--- config.mk ---
export PLATFORM = sky130hd
export DESIGN_NAME = bus_master_burst
export DESIGN_NICKNAME = d
export VERILOG_FILES = /design/src/rtl/bus_master_burst.sv
export SDC_FILE = /design/constraint.sdc
export NUM_CORES = 1
export LEC_CHECK = 0
export BUFFER_PORTS_ARGS = -buffer_cell sky130_fd_sc_hd__buf_2
export CORE_UTILIZATION = 60
export CTS_BUF_LIST = sky130_fd_sc_hd__clkbuf_8
export DETAILED_ROUTE_END_ITERATION = 8
export PLACE_DENSITY = 0.82
export SLEW_MARGIN = 40
export SYNTH_ARGS = -nofsm -noshare
export SYNTH_HDL_FRONTEND = slang
export SYNTH_SLANG_ARGS = --single-unit
--- constraint.sdc ---
create_clock -name CLK -period 2.43 [get_ports CLK]
set_input_delay 0.729 -clock CLK [delete_from_list [all_inputs] [get_ports CLK]]
set_output_delay 0.729 -clock CLK [all_outputs]
set_load 0.01 [all_outputs]
--- src/rtl/bus_master_burst.sv ---
// bus_master_burst
// Bit-serial bus master with configurable data/address width, multi-beat
// bursts, header ACK timeout with automatic retry, error reporting and bus
// parking. A local requester drives the M_* side; the shared serial bus
// (arbiter and slaves) sits on the B_* side.
//
// Ports
//   CLK, RSTN   : clock (rising edge) and synchronous active-low reset
//   M_ADDR      : start address, latched at transaction start
//   M_RW        : 1 = write, 0 = read, latched at start
//   M_BLEN      : beats minus one, latched at start
//   M_DIN       : write data (beat 0 at start, later beats in WLOAD)
//   M_EXECUTE   : start request (ignored while busy)
//   M_HOLD      : keep bus ownership after the transaction
//   M_DOUT      : last received read beat
//   M_DVALID    : pulse, read beat ready or write beat acknowledged
//   M_DREQ      : pulse, requester must present the next write beat
//   M_BSY       : transaction in progress
//   M_ERR       : pulse, retries exhausted, write ACK timeout or grant lost
//   B_REQ/B_GRANT : arbiter handshake
//   B_UTIL      : bus in use (header through last beat)
//   B_RW        : transaction direction while B_UTIL is high
//   B_ACK       : slave acknowledge
//   B_BUS_OUT/B_BUS_IN : serial data, MSB first
module bus_master_burst #(
    parameter int DATA_W      = 8,
    parameter int ADDR_W      = 16,
    parameter int BURST_MAX   = 4,
    parameter int ACK_TIMEOUT = 32,
    parameter int RETRY_MAX   = 2
) (
    input  logic                         CLK,
    input  logic                         RSTN,
    input  logic [ADDR_W-1:0]            M_ADDR,
    input  logic                         M_RW,
    input  logic [$clog2(BURST_MAX)-1:0] M_BLEN,
    input  logic [DATA_W-1:0]            M_DIN,
    input  logic                         M_EXECUTE,
    input  logic                         M_HOLD,
    output logic [DATA_W-1:0]            M_DOUT,
    output logic                         M_DVALID,
    output logic                         M_DREQ,
    output logic                         M_BSY,
    output logic                         M_ERR,
    output logic                         B_REQ,
    input  logic                         B_GRANT,
    output logic                         B_UTIL,
    output logic                         B_RW,
    input  logic                         B_ACK,
    output logic                         B_BUS_OUT,
    input  logic                         B_BUS_IN
);

    localparam int BL_W    = $clog2(BURST_MAX);
    localparam int HDR_W   = ADDR_W + BL_W;
    localparam int CNT_MAX = (HDR_W > DATA_W) ? HDR_W : DATA_W;
    localparam int CNT_W   = $clog2(CNT_MAX);
    localparam int TMO_W   = $clog2(ACK_TIMEOUT + 1);
    localparam int RTY_W   = $clog2(RETRY_MAX + 2);

    localparam logic [CNT_W-1:0] HDR_LAST  = CNT_W'(HDR_W - 1);
    localparam logic [CNT_W-1:0] DATA_LAST = CNT_W'(DATA_W - 1);
    localparam logic [TMO_W-1:0] TMO_LAST  = TMO_W'(ACK_TIMEOUT - 1);
    localparam logic [RTY_W-1:0] RTY_LIMIT = RTY_W'(RETRY_MAX);

    typedef enum logic [3:0] {
        IDLE, REQ, HDR, HACK, WDATA, WACK, WLOAD, RDATA, DONE, PARK
    } state_t;

    state_t state, state_next;

    logic [ADDR_W-1:0] addr_q;
    logic              rw_q;
    logic [BL_W-1:0]   blen_q;
    logic [HDR_W-1:0]  hdr_sr;
    logic [DATA_W-1:0] wr_sr;
    logic [DATA_W-2:0] rd_sr;
    logic [DATA_W-1:0] rd_next;
    logic [DATA_W-1:0] dout_q;
    logic [CNT_W-1:0]  bit_cnt;
    logic [TMO_W-1:0]  tmo_cnt;
    logic [RTY_W-1:0]  retry_cnt;
    logic [BL_W-1:0]   beat_cnt;
    logic              dvalid_q, dreq_q, err_q;

    logic start, retry, err_set, dvalid_set, dreq_set, beat_inc;
    logic last_beat, ack_timeout;

    assign last_beat   = (beat_cnt == blen_q);
    assign ack_timeout = (tmo_cnt == TMO_LAST);
    assign rd_next     = {rd_sr, B_BUS_IN};

    always_ff @(posedge CLK) begin
        if (!RSTN) state <= IDLE;
        else       state <= state_next;
    end

    // Grant loss is checked first in every bus-owning state so that an
    // arbiter revoke always wins over ACK or timeout on the same edge.
    always_comb begin
        state_next = state;
        start      = 1'b0;
        retry      = 1'b0;
        err_set    = 1'b0;
        dvalid_set = 1'b0;
        dreq_set   = 1'b0;
        beat_inc   = 1'b0;
        case (state)
            IDLE: begin
                if (M_EXECUTE) begin
                    start      = 1'b1;
                    state_next = REQ;
                end
            end
            REQ: begin
                if (B_GRANT) state_next = HDR;
            end
            HDR: begin
                if (!B_GRANT) begin
                    err_set    = 1'b1;
                    state_next = IDLE;
                end else if (bit_cnt == HDR_LAST) begin
                    state_next = HACK;
                end
            end
            HACK: begin
                if (!B_GRANT) begin
                    err_set    = 1'b1;
                    state_next = IDLE;
                end else if (B_ACK) begin
                    state_next = rw_q ? WDATA : RDATA;
                end else if (ack_timeout) begin
                    if (retry_cnt < RTY_LIMIT) begin
                        retry      = 1'b1;
                        state_next = HDR;
                    end else begin
                        err_set    = 1'b1;
                        state_next = IDLE;
                    end
                end
            end
            WDATA: begin
                if (!B_GRANT) begin
                    err_set    = 1'b1;
                    state_next = IDLE;
                end else if (bit_cnt == DATA_LAST) begin
                    state_next = WACK;
                end
            end
            WACK: begin
                if (!B_GRANT) begin
                    err_set    = 1'b1;
                    state_next = IDLE;
                end else if (B_ACK) begin
                    dvalid_set = 1'b1;
                    if (last_beat) begin
                        state_next = DONE;
                    end else begin
                        dreq_set   = 1'b1;
                        beat_inc   = 1'b1;
                        state_next = WLOAD;
                    end
                end else if (ack_timeout) begin
                    err_set    = 1'b1;
                    state_next = IDLE;
                end
            end
            WLOAD: begin
                if (!B_GRANT) begin
                    err_set    = 1'b1;
                    state_next = IDLE;
                end else begin
                    state_next = WDATA;
                end
            end
            RDATA: begin
                if (!B_GRANT) begin
                    err_set    = 1'b1;
                    state_next = IDLE;
                end else if (bit_cnt == DATA_LAST) begin
                    dvalid_set = 1'b1;
                    beat_inc   = 1'b1;
                    if (last_beat) state_next = DONE;
                end
            end
            DONE: begin
                state_next = M_HOLD ? PARK : IDLE;
            end
            PARK: begin
                if (M_EXECUTE) begin
                    start      = 1'b1;
                    state_next = B_GRANT ? HDR : REQ;
                end else if (!M_HOLD) begin
                    state_next = IDLE;
                end
            end
            default: state_next = IDLE;
        endcase
    end

    // Datapath: shift registers, counters and the registered pulse outputs.
    // The header shifter is reloaded from the latched fields on each retry.
    always_ff @(posedge CLK) begin
        if (!RSTN) begin
            addr_q    <= '0;
            rw_q      <= 1'b0;
            blen_q    <= '0;
            hdr_sr    <= '0;
            wr_sr     <= '0;
            rd_sr     <= '0;
            dout_q    <= '0;
            bit_cnt   <= '0;
            tmo_cnt   <= '0;
            retry_cnt <= '0;
            beat_cnt  <= '0;
            dvalid_q  <= 1'b0;
            dreq_q    <= 1'b0;
            err_q     <= 1'b0;
        end else begin
            dvalid_q <= dvalid_set;
            dreq_q   <= dreq_set;
            err_q    <= err_set;

            if (state == HDR)
                bit_cnt <= (bit_cnt == HDR_LAST) ? '0 : bit_cnt + 1'b1;
            else if (state == WDATA || state == RDATA)
                bit_cnt <= (bit_cnt == DATA_LAST) ? '0 : bit_cnt + 1'b1;
            else
                bit_cnt <= '0;

            if ((state == HACK || state == WACK) && !B_ACK)
                tmo_cnt <= tmo_cnt + 1'b1;
            else
                tmo_cnt <= '0;

            if (state == HDR)   hdr_sr <= {hdr_sr[HDR_W-2:0], 1'b0};
            if (state == WDATA) wr_sr  <= {wr_sr[DATA_W-2:0], 1'b0};
            if (state == WLOAD) wr_sr  <= M_DIN;

            if (state == RDATA) begin
                rd_sr <= rd_next[DATA_W-2:0];
                if (bit_cnt == DATA_LAST) dout_q <= rd_next;
            end

            if (beat_inc) beat_cnt <= beat_cnt + 1'b1;

            if (retry) begin
                retry_cnt <= retry_cnt + 1'b1;
                hdr_sr    <= {addr_q, blen_q};
            end

            if (start) begin
                addr_q    <= M_ADDR;
                rw_q      <= M_RW;
                blen_q    <= M_BLEN;
                hdr_sr    <= {M_ADDR, M_BLEN};
                wr_sr     <= M_DIN;
                beat_cnt  <= '0;
                retry_cnt <= '0;
                bit_cnt   <= '0;
                tmo_cnt   <= '0;
            end
        end
    end

    assign M_BSY     = !(state == IDLE || state == PARK);
    assign B_REQ     = (state != IDLE);
    assign B_UTIL    = (state == HDR) || (state == HACK) || (state == WDATA) ||
                       (state == WACK) || (state == WLOAD) || (state == RDATA);
    assign B_RW      = B_UTIL & rw_q;
    assign B_BUS_OUT = (state == HDR)   ? hdr_sr[HDR_W-1] :
                       (state == WDATA) ? wr_sr[DATA_W-1] : 1'b0;
    assign M_DOUT    = dout_q;
    assign M_DVALID  = dvalid_q;
    assign M_DREQ    = dreq_q;
    assign M_ERR     = err_q;

endmodule

==> impl_metrics.py, run 1 <==
metrics = {
    "yosys": {
        "synthArstFlopShare_pct": 0,
        "synth-seq-cells": 82,
        "syn_inst": 419,
        "ys_seq_area_share_pct": 43.57,
        "syn-cell-area_um2": 3767,
        "synth_nets": 456,
        "yosysWarningCount": 0,
        "syn_area_per_cell_um2": 8.991,
        "synth_cell_types": 62,
        "synth_edf_count": 0,
        "synthFlopType": "dfxtp_1",
    },
    "grt": {
        "grt_max_degree": 50,
        "first_global_vias": 3001,
        "grt_overflow_total": 0,
        "antenna_found_initial": 0,
        "track_usage_pct": 27.08,
        "grt_pass1_wl_um": 13650,
    },
    "timing": {
        "worstMarginPinSlew_ns": 0.6284,
        "finalSetupTns_ns": 0,
        "finalCriticalPeriod_ns": 2.328,
        "hold_viol": 0,
        "max_slew_margin_pct": 57.02,
        "setup_violations": 0,
        "max_freq_mhz": 429.6,
        "min_period_over_period_pct": 95.79,
        "whs_ns": 0.4544,
        "clock_skew_ns": 0.01119,
        "slew_violations": 0,
        "rsz0062_at_grt": "false",
    },
    "critical_path": {
        "r2r-start": "state[2]",
        "ff2ff_path_depth": 7,
        "end_kind": "output pin",
        "crit_path_max_fanout": 10,
        "start_kind": "register",
        "reg2reg_to": "hdr_sr[5]",
        "cp.arrival_ns": 1.60,
        "worst_ep_required_time_ns": 1.70,
        "rrSetupSlack_ns": 0.28,
        "critical_path_class": "register to output pin",
    },
    "outcome": {
        "status": "finished, final reports clean",
    },
    "die": {
        "coreArea_um2": 5991,
        "dieArea_um2": 6600,
        "die_y_um": 81.24,
        "initial_core_util_pct": 62.89,
        "num_rows": 28,
        "die_x_um": 81.24,
        "pin_count": 50,
    },
    "placement": {
        "dp.cells": 532,
        "dp_hpwl_um": 5562,
        "io_buffers": 49,
        "gp_congestion": 0.9354,
    },
    "route": {
        "wire_per_inst_um": 15.10,
        "drc": 0,
        "drt_iter0_drc": 170,
        "antenna_left": 0,
        "routed_wirelength_um": 8291,
        "vias_per_cell": 5.874,
        "dr.pass1.iters": 4,
        "num_vias": 3225,
    },
    "worst_hold_path": {
        "whs_endpoint": "tmo_cnt[0]",
        "whs_path_depth": 1,
        "hp-class": "register to register",
        "min_from": "tmo_cnt[0]",
    },
    "clocking": {
        "numClockSinks": 82,
        "cts_setup_buffers": 0,
        "cts_buffer_depth": 2,
        "htreeDepth": 3,
        "cts_resized": 1,
        "cts_made_buffers": 9,
        "tritoncts": "built",
        "postCtsHoldBufs": 0,
        "clk_pin_slew_ns": 0.09,
        "clock-root-buffer": "clkbuf_8",
        "clk_latency_ns": 0.37,
    },
    "pwr": {
        "power.total_w": 0.004016,
        "p_leak_nw": 1.742,
        "p_per_area_nw_per_um2": 926.0,
        "ir_worst_vdd_mv": 0.7183,
    },
    "finish": {
        "final_layout_size_suffix_gt1_share_pct": 23.00,
        "fillCellCount": 456,
        "layout_commonest_cell": "dfxtp_1",
        "regArea_um2": 1644,
        "nets": 506,
        "multi_input_area_um2": 1952,
        "synthToLayoutAreaGrowth_pct": 15.11,
        "antenna_cells": 0,
        "final_cells": 549,
        "layout_common_cells": "dfxtp_1, nand2_1, buf_2",
    },
    "run": {
        "maxCapViolCount": 0,
    },
}
==> cell families (layout without fill, tap and decap cells) <==
| logic type | after synthesis | count (layout) | synth area share, % |
|---|---|---|---|
| adder cells (fa/ha/maj) | 3 | 3 | 0.9965 |
| AO/OA/AOI/OAI | 105 | 105 | 21.82 |
| flip-flops | 82 | 82 | 43.57 |
| XOR/XNOR | 14 | 14 | 3.255 |
| buffers and inverters | 35 | 90 | 4.616 |
| multiplexers | 16 | 16 | 4.251 |
| AND/OR/NAND/NOR | 164 | 164 | 21.49 |
==> routing by layer <==
metal	track usage (%)	wire length (um)
met2	43.95	3924
met5	0	0
met3	5.955	519
met4	12.32	184
met1	34.24	3661
==> final cells by class <==
cell class / count / area share, %
Timing Repair Buffer: 67 / 9.146
Inverter: 7 / 0.6059
Clock inverter: 7 / 2.308
Multi-Input combinational cell: 302 / 45.01
Sequential cell: 82 / 37.91
Clock buffer: 9 / 2.856
Tap cell: 75 / 2.164
==> worst max-delay path, cell delays in order (launching register included) <==
cell and delay, ns:
dfxtp_1 0.61, nor2_2 0.12, and3_1 0.22, a21oi_1 0.13, buf_2 0.15
==> Yosys cell counts, types with 2 or more instances <==
library cell	number	area, um2
a2111oi_0	2	17.52
a211oi_1	4	30.03
a21boi_0	4	30.03
a21oi_1	32	160.2
a221oi_1	8	70.07
a221oi_2	10	150.1
a22o_1	18	157.7
and2_1	2	12.51
and3_1	3	18.77
buf_2	7	35.03
buf_4	7	52.55
clkbuf_1	12	45.04
dfxtp_1	82	1642
ha_1	3	37.54
inv_1	6	22.52
mux2i_1	16	160.2
nand2_1	69	259.0
nand2b_1	4	25.02
nand3_1	9	45.04
nand4_1	2	12.51
nor2_1	47	176.4
nor2b_1	4	25.02
nor3_1	3	15.01
nor3_4	3	48.80
nor4bb_1	2	20.02
o211a_1	4	40.04
o211ai_1	2	15.01
o21ai_0	7	35.03
or2_2	2	12.51
xnor2_1	9	78.83
xor2_1	5	43.79
==> metrics by stage <==
| step | util, % | worst slack (ns) | instance area (um2) |
|---|---|---|---|
| final | 72.39 | 0.1023 | 4337 |
| after global routing | 72.39 | 0.006361 | 4337 |
| after CTS | 72.18 | 0.03400 | 4324 |
| after detailed placement | 68.42 | 0.2021 | 4099 |
| after global placement | 68.42 | 0.2544 | 4099 |
| after floorplan | - | 0.3081 | 3767 |
==> worst max-delay path by stage <==
| stage | end | from | slack, ns | cells past startpoint |
|---|---|---|---|---|
| 3_3_place_gp | hdr_sr[17] | M_EXECUTE | 0.25 | 5 |
| 4_1_cts | B_BUS_OUT | state[0] | 0.03 | 4 |
| 6_report | M_BSY | state[2] | 0.10 | 4 |
| 3_5_place_dp | hdr_sr[5] | B_ACK | 0.20 | 6 |
| 5_1_grt | M_BSY | state[2] | 0.006 | 4 |
| 2_1_floorplan | B_BUS_OUT | state[1] | 0.31 | 5 |
==> sequential cells by signal, indices dropped and copies added, names as in the netlist <==
signal	flops
retry_cnt	2
tmo_cnt	6
rw_q	1
M_ERR	1
addr_q	16
hdr_sr	18
beat_cnt	2
bit_cnt	5
M_DOUT	8
M_DREQ	1
wr_sr	8
state	4
rd_sr	7
blen_q	2
M_DVALID	1
==> where the power goes <==
group	internal (W)	total, W	switching, W	leakage (nW)
Combinational	0.000507	0.00123	0.000721	0.966
Sequential	0.00153	0.00168	0.000154	0.669
Clock	0.000587	0.00111	0.000523	0.108
Total	0.00262	0.00402	0.00140	1.74
Power figures use the tool's default switching activity.
==> run 2: changes to the inputs <==
- CORE_MARGIN: default -> 3
- SKIP_LAST_GASP: default -> 1
==> impl_metrics.py, run 2 (synthesis results as in run 1) <==
metrics = {
    "pwr": {
        "p_leak_nw": 1.750,
        "p_per_area_nw_per_um2": 950.4,
        "ir_worst_vdd_mv": 0.6446,
        "power.total_w": 0.004139,
    },
    "grt": {
        "grt_pass1_wl_um": 14960,
        "grt_max_degree": 50,
        "first_global_vias": 3240,
        "antenna_found_initial": 0,
        "grt_overflow_total": 0,
        "track_usage_pct": 25.37,
    },
    "die": {
        "die_x_um": 85.24,
        "dieArea_um2": 7266,
        "die_y_um": 85.24,
        "num_rows": 28,
        "pin_count": 50,
        "initial_core_util_pct": 62.89,
        "coreArea_um2": 5991,
    },
    "critical_path": {
        "rrSetupSlack_ns": 0.30,
        "ff2ff_path_depth": 7,
        "reg2reg_to": "wr_sr[6]",
        "start_kind": "register",
        "crit_path_max_fanout": 15,
        "critical_path_class": "register to output pin",
        "cp.arrival_ns": 1.57,
        "r2r-start": "state[0]",
        "worst_ep_required_time_ns": 1.70,
        "end_kind": "output pin",
    },
    "timing": {
        "hold_viol": 0,
        "max_freq_mhz": 435.0,
        "worstMarginPinSlew_ns": 0.5987,
        "slew_violations": 0,
        "finalCriticalPeriod_ns": 2.299,
        "min_period_over_period_pct": 94.61,
        "finalSetupTns_ns": 0,
        "setup_ws_ns": 0.1311,
        "whs_ns": 0.4657,
        "clock_skew_ns": 0.007834,
        "max_slew_margin_pct": 59.05,
        "rsz0062_at_grt": "false",
        "setup_violations": 0,
    },
    "finish": {
        "final_layout_size_suffix_gt1_share_pct": 22.41,
        "regMostFlops": "hdr_sr",
        "nets": 505,
        "layout_common_cells": "dfxtp_1, nand2_1, buf_2",
        "fin_util_pct": 72.70,
        "layout_commonest_cell": "dfxtp_1",
        "largest_reg_flops": 18,
        "synthToLayoutAreaGrowth_pct": 15.61,
        "antenna_cells": 0,
        "largestRegisters": "hdr_sr: 18 flops, addr_q: 16 flops",
    },
    "run": {
        "maxCapViolCount": 0,
    },
    "worst_hold_path": {
        "whs_path_depth": 2,
        "min_from": "addr_q[2]",
        "hp-class": "register to register",
        "whs_endpoint": "addr_q[2]",
    },
    "placement": {
        "post-place-ws_ns": 0.1609,
        "dp_hpwl_um": 5789,
        "io_buffers": 49,
        "gp_congestion": 0.8769,
    },
    "route": {
        "drt_iter0_drc": 222,
        "routed_wirelength_um": 8896,
        "num_vias": 3284,
        "antenna_left": 0,
        "drc": 0,
        "dr.pass1.iters": 5,
        "wire_per_inst_um": 16.23,
        "vias_per_cell": 5.993,
    },
    "clocking": {
        "tritoncts": "built",
        "cts_made_buffers": 9,
        "clock-root-buffer": "clkbuf_8",
        "numClockSinks": 82,
        "htreeDepth": 3,
        "clk_pin_slew_ns": 0.08,
        "cts_buffer_depth": 2,
        "clk_latency_ns": 0.34,
        "postCtsHoldBufs": 0,
    },
    "outcome": {
        "status": "finished, final reports clean",
    },
}
-- run 2: cell type report --
cell class,count,area (um2)
Clock buffer,10,137.6
Clock inverter,6,111.4
Fill cell,438,1635
Inverter,7,26.28
Multi-Input combinational cell,302,1952
Sequential cell,82,1642
Tap cell,75,93.84
Timing Repair Buffer,66,392.9
-- run 2: timing repair --
| item | 4_1_cts | 5_1_grt |
|---|---|---|
| setup buffers | 1 | 0 |
| resized for setup | 0 | 1 |
| endpoints found under the setup margin | 1 | 1 |
| pin swaps | 1 | 0 |
-- run 2: worst max-delay path, cell delays in order (launching register included) --
cell,delay [ns]
dfxtp_1,0.41
buf_4,0.24
buf_4,0.19
nor3_4,0.06
a22o_1,0.18
buf_2,0.14
-- run 2: worst max-delay path by stage --
| stage | start | cells past startpoint | slack (ns) | end |
|---|---|---|---|---|
| finish | state[0] | 5 | 0.13 | B_BUS_OUT |
| floorplan | state[1] | 5 | 0.31 | B_BUS_OUT |
| global route | state[2] | 5 | 0.01 | B_BUS_OUT |
| global placement | state[3] | 4 | 0.21 | B_BUS_OUT |
| detailed placement | B_ACK | 6 | 0.16 | hdr_sr[17] |
| CTS | state[2] | 5 | 0.1 | B_BUS_OUT |
-- run 2: metrics by stage --
stage / std cells / instance area, um2
floorplan: 419 / 3767
global placement: 530 / 4084
detailed placement: 530 / 4084
CTS: 547 / 4340
global route: 548 / 4355
finish: 548 / 4355
-- run 2: layer usage --
metal | wire, um | share of wire, % | vias to the layer above | GRT usage, %
met4 | 135 | 1.5 | 0 | 9.209
met2 | 4430 | 50 | 122 | 41.45
li1 | - | - | 1592 | -
met5 | 0 | 0 | - | 0
met3 | 496 | 5.6 | 12 | 6.117
met1 | 3834 | 43 | 1558 | 32.64
-- run 2: report_power, final --
group	internal [W]	switching (W)	total [W]
Sequential	0.00152	0.000130	0.00165
Combinational	0.000502	0.000774	0.00128
Clock	0.000713	0.000499	0.00121
Total	0.00274	0.00140	0.00414
==> run 3: changes to the inputs <==
- BUFFER_PORTS_ARGS: -buffer_cell sky130_fd_sc_hd__buf_2 -> default
- CORE_MARGIN: 3 -> 4
- CORE_UTILIZATION: 60 -> 66
- DONT_BUFFER_PORTS: default -> 1
- PLACE_DENSITY: 0.82 -> 0.81
==> impl_metrics.py, run 3 (synthesis results as in run 1) <==
metrics = {
    "route": {
        "routed_wirelength_um": 8001,
        "antenna_left": 0,
        "vias_per_cell": 6.089,
        "dr.pass1.iters": 5,
        "wire_per_inst_um": 16.13,
        "num_vias": 3020,
        "drc": 0,
        "drt_iter0_drc": 291,
    },
    "timing": {
        "min_period_over_period_pct": 96.29,
        "max_freq_mhz": 427.4,
        "hold_viol": 0,
        "rsz0062_at_grt": "false",
        "max_slew_margin_pct": 56.90,
        "slew_violations": 0,
        "finalCriticalPeriod_ns": 2.340,
        "worstMarginPinSlew_ns": 0.6302,
        "setup_violations": 0,
        "finalSetupTns_ns": 0,
        "clock_skew_ns": 0.01108,
    },
    "clocking": {
        "clock-root-buffer": "clkbuf_8",
        "cts_made_buffers": 9,
        "tritoncts": "built",
        "htreeDepth": 3,
        "cts_setup_buffers": 1,
        "cts_resized": 0,
        "postCtsHoldBufs": 0,
        "clk_latency_ns": 0.36,
        "numClockSinks": 82,
        "cts_buffer_depth": 2,
        "clk_pin_slew_ns": 0.08,
    },
    "finish": {
        "largest_reg_flops": 18,
        "synthToLayoutAreaGrowth_pct": 7.871,
        "fillCellCount": 413,
        "nets": 456,
        "regMostFlops": "hdr_sr",
        "final_layout_size_suffix_gt1_share_pct": 13.44,
        "stdcell_area_um2": 4064,
        "layout_common_cells": "dfxtp_1, nand2_1, nor2_1",
        "largestRegisters": "hdr_sr: 18 flops, addr_q: 16 flops",
        "layout_commonest_cell": "dfxtp_1",
        "antenna_cells": 0,
        "fin_util_pct": 73.80,
    },
    "pwr": {
        "p_leak_nw": 1.509,
        "power.total_w": 0.003878,
        "p_per_area_nw_per_um2": 954.3,
        "ir_worst_vdd_mv": 0.6200,
    },
    "grt": {
        "grt_pass1_wl_um": 13700,
        "first_global_vias": 2959,
        "grt_max_degree": 50,
        "track_usage_pct": 23.71,
        "grt_overflow_total": 0,
        "antenna_found_initial": 0,
    },
    "run": {
        "maxCapViolCount": 0,
    },
    "die": {
        "die_x_um": 83.55,
        "dieArea_um2": 6981,
        "num_rows": 27,
        "die_y_um": 83.55,
        "coreArea_um2": 5507,
        "initial_core_util_pct": 68.42,
        "pin_count": 50,
    },
    "placement": {
        "gp_congestion": 0.9923,
        "io_buffers": 0,
        "dp_hpwl_um": 5465,
        "placed_cell_area_um2": 3835,
    },
    "critical_path": {
        "crit_path_max_fanout": 8,
        "cp.arrival_ns": 1.61,
        "worst_ep_required_time_ns": 1.70,
        "critical_path_class": "register to output pin",
        "end_kind": "output pin",
        "start_kind": "register",
    },
    "worst_hold_path": {
        "hp-class": "register to register",
    },
    "outcome": {
        "status": "finished, final reports clean",
    },
}
[run 3: cell count changes in the layout (fill, tap and decap cells not counted), sizes merged]
cell	before	now
bufinv	3	1
buf	66	17
clkinv	1	0
inv	8	9
clkinvlp	1	3
[run 3: metrics by stage]
stage | setup slack (ns) | hold slack (ns) | std cells
finish | 0.09018 | 0.4496 | 496
global route | 0.01889 | 0.4399 | 496
CTS | 0.09585 | 0.4461 | 495
detailed placement | 0.2536 | 0.4350 | 478
global placement | 0.2700 | 0.4346 | 478
floorplan | 0.3081 | 0.4176 | 419
[run 3: critical path, cell delays in order, from the launching register on]
cell,delay [ns]
dfxtp_1,0.51
buf_4,0.21
nor2_2,0.07
and3_1,0.21
a21oi_1,0.25
[run 3: cell type report]
cell class,count,area [um2],share of cell area (%)
Inverter,7,26.28,0.6466
Clock inverter,6,72.57,1.786
Multi-Input combinational cell,302,1952,48.03
Timing Repair Buffer,17,143.9,3.541
Clock buffer,10,137.6,3.387
Sequential cell,82,1642,40.39
Tap cell,72,90.09,2.217
[run 3: power by group]
part / total, W / internal (W) / switching (W)
clock: 0.00104 / 0.000513 / 0.000530
sequential: 0.00166 / 0.00152 / 0.000135
combinational: 0.00118 / 0.000475 / 0.000703
[run 3: final timing paths]
check             cells after the start       start  slack (ns)    endpoint
hold reg to reg                       1  tmo_cnt[0]        0.45  tmo_cnt[0]
setup / recovery                      4    state[2]        0.09       M_BSY
hold / removal                        1  tmo_cnt[0]        0.45  tmo_cnt[0]
setup reg to reg                      7    state[0]        0.25   hdr_sr[6]
[run 3: routing by layer]
| metal | GRT usage, % | part of all wire (%) |
|---|---|---|
| met4 | 7.164 | 1.7 |
| met3 | 6.713 | 7.8 |
| met1 | 30.29 | 43 |
| met5 | 0 | 0 |
| met2 | 39.07 | 47 |
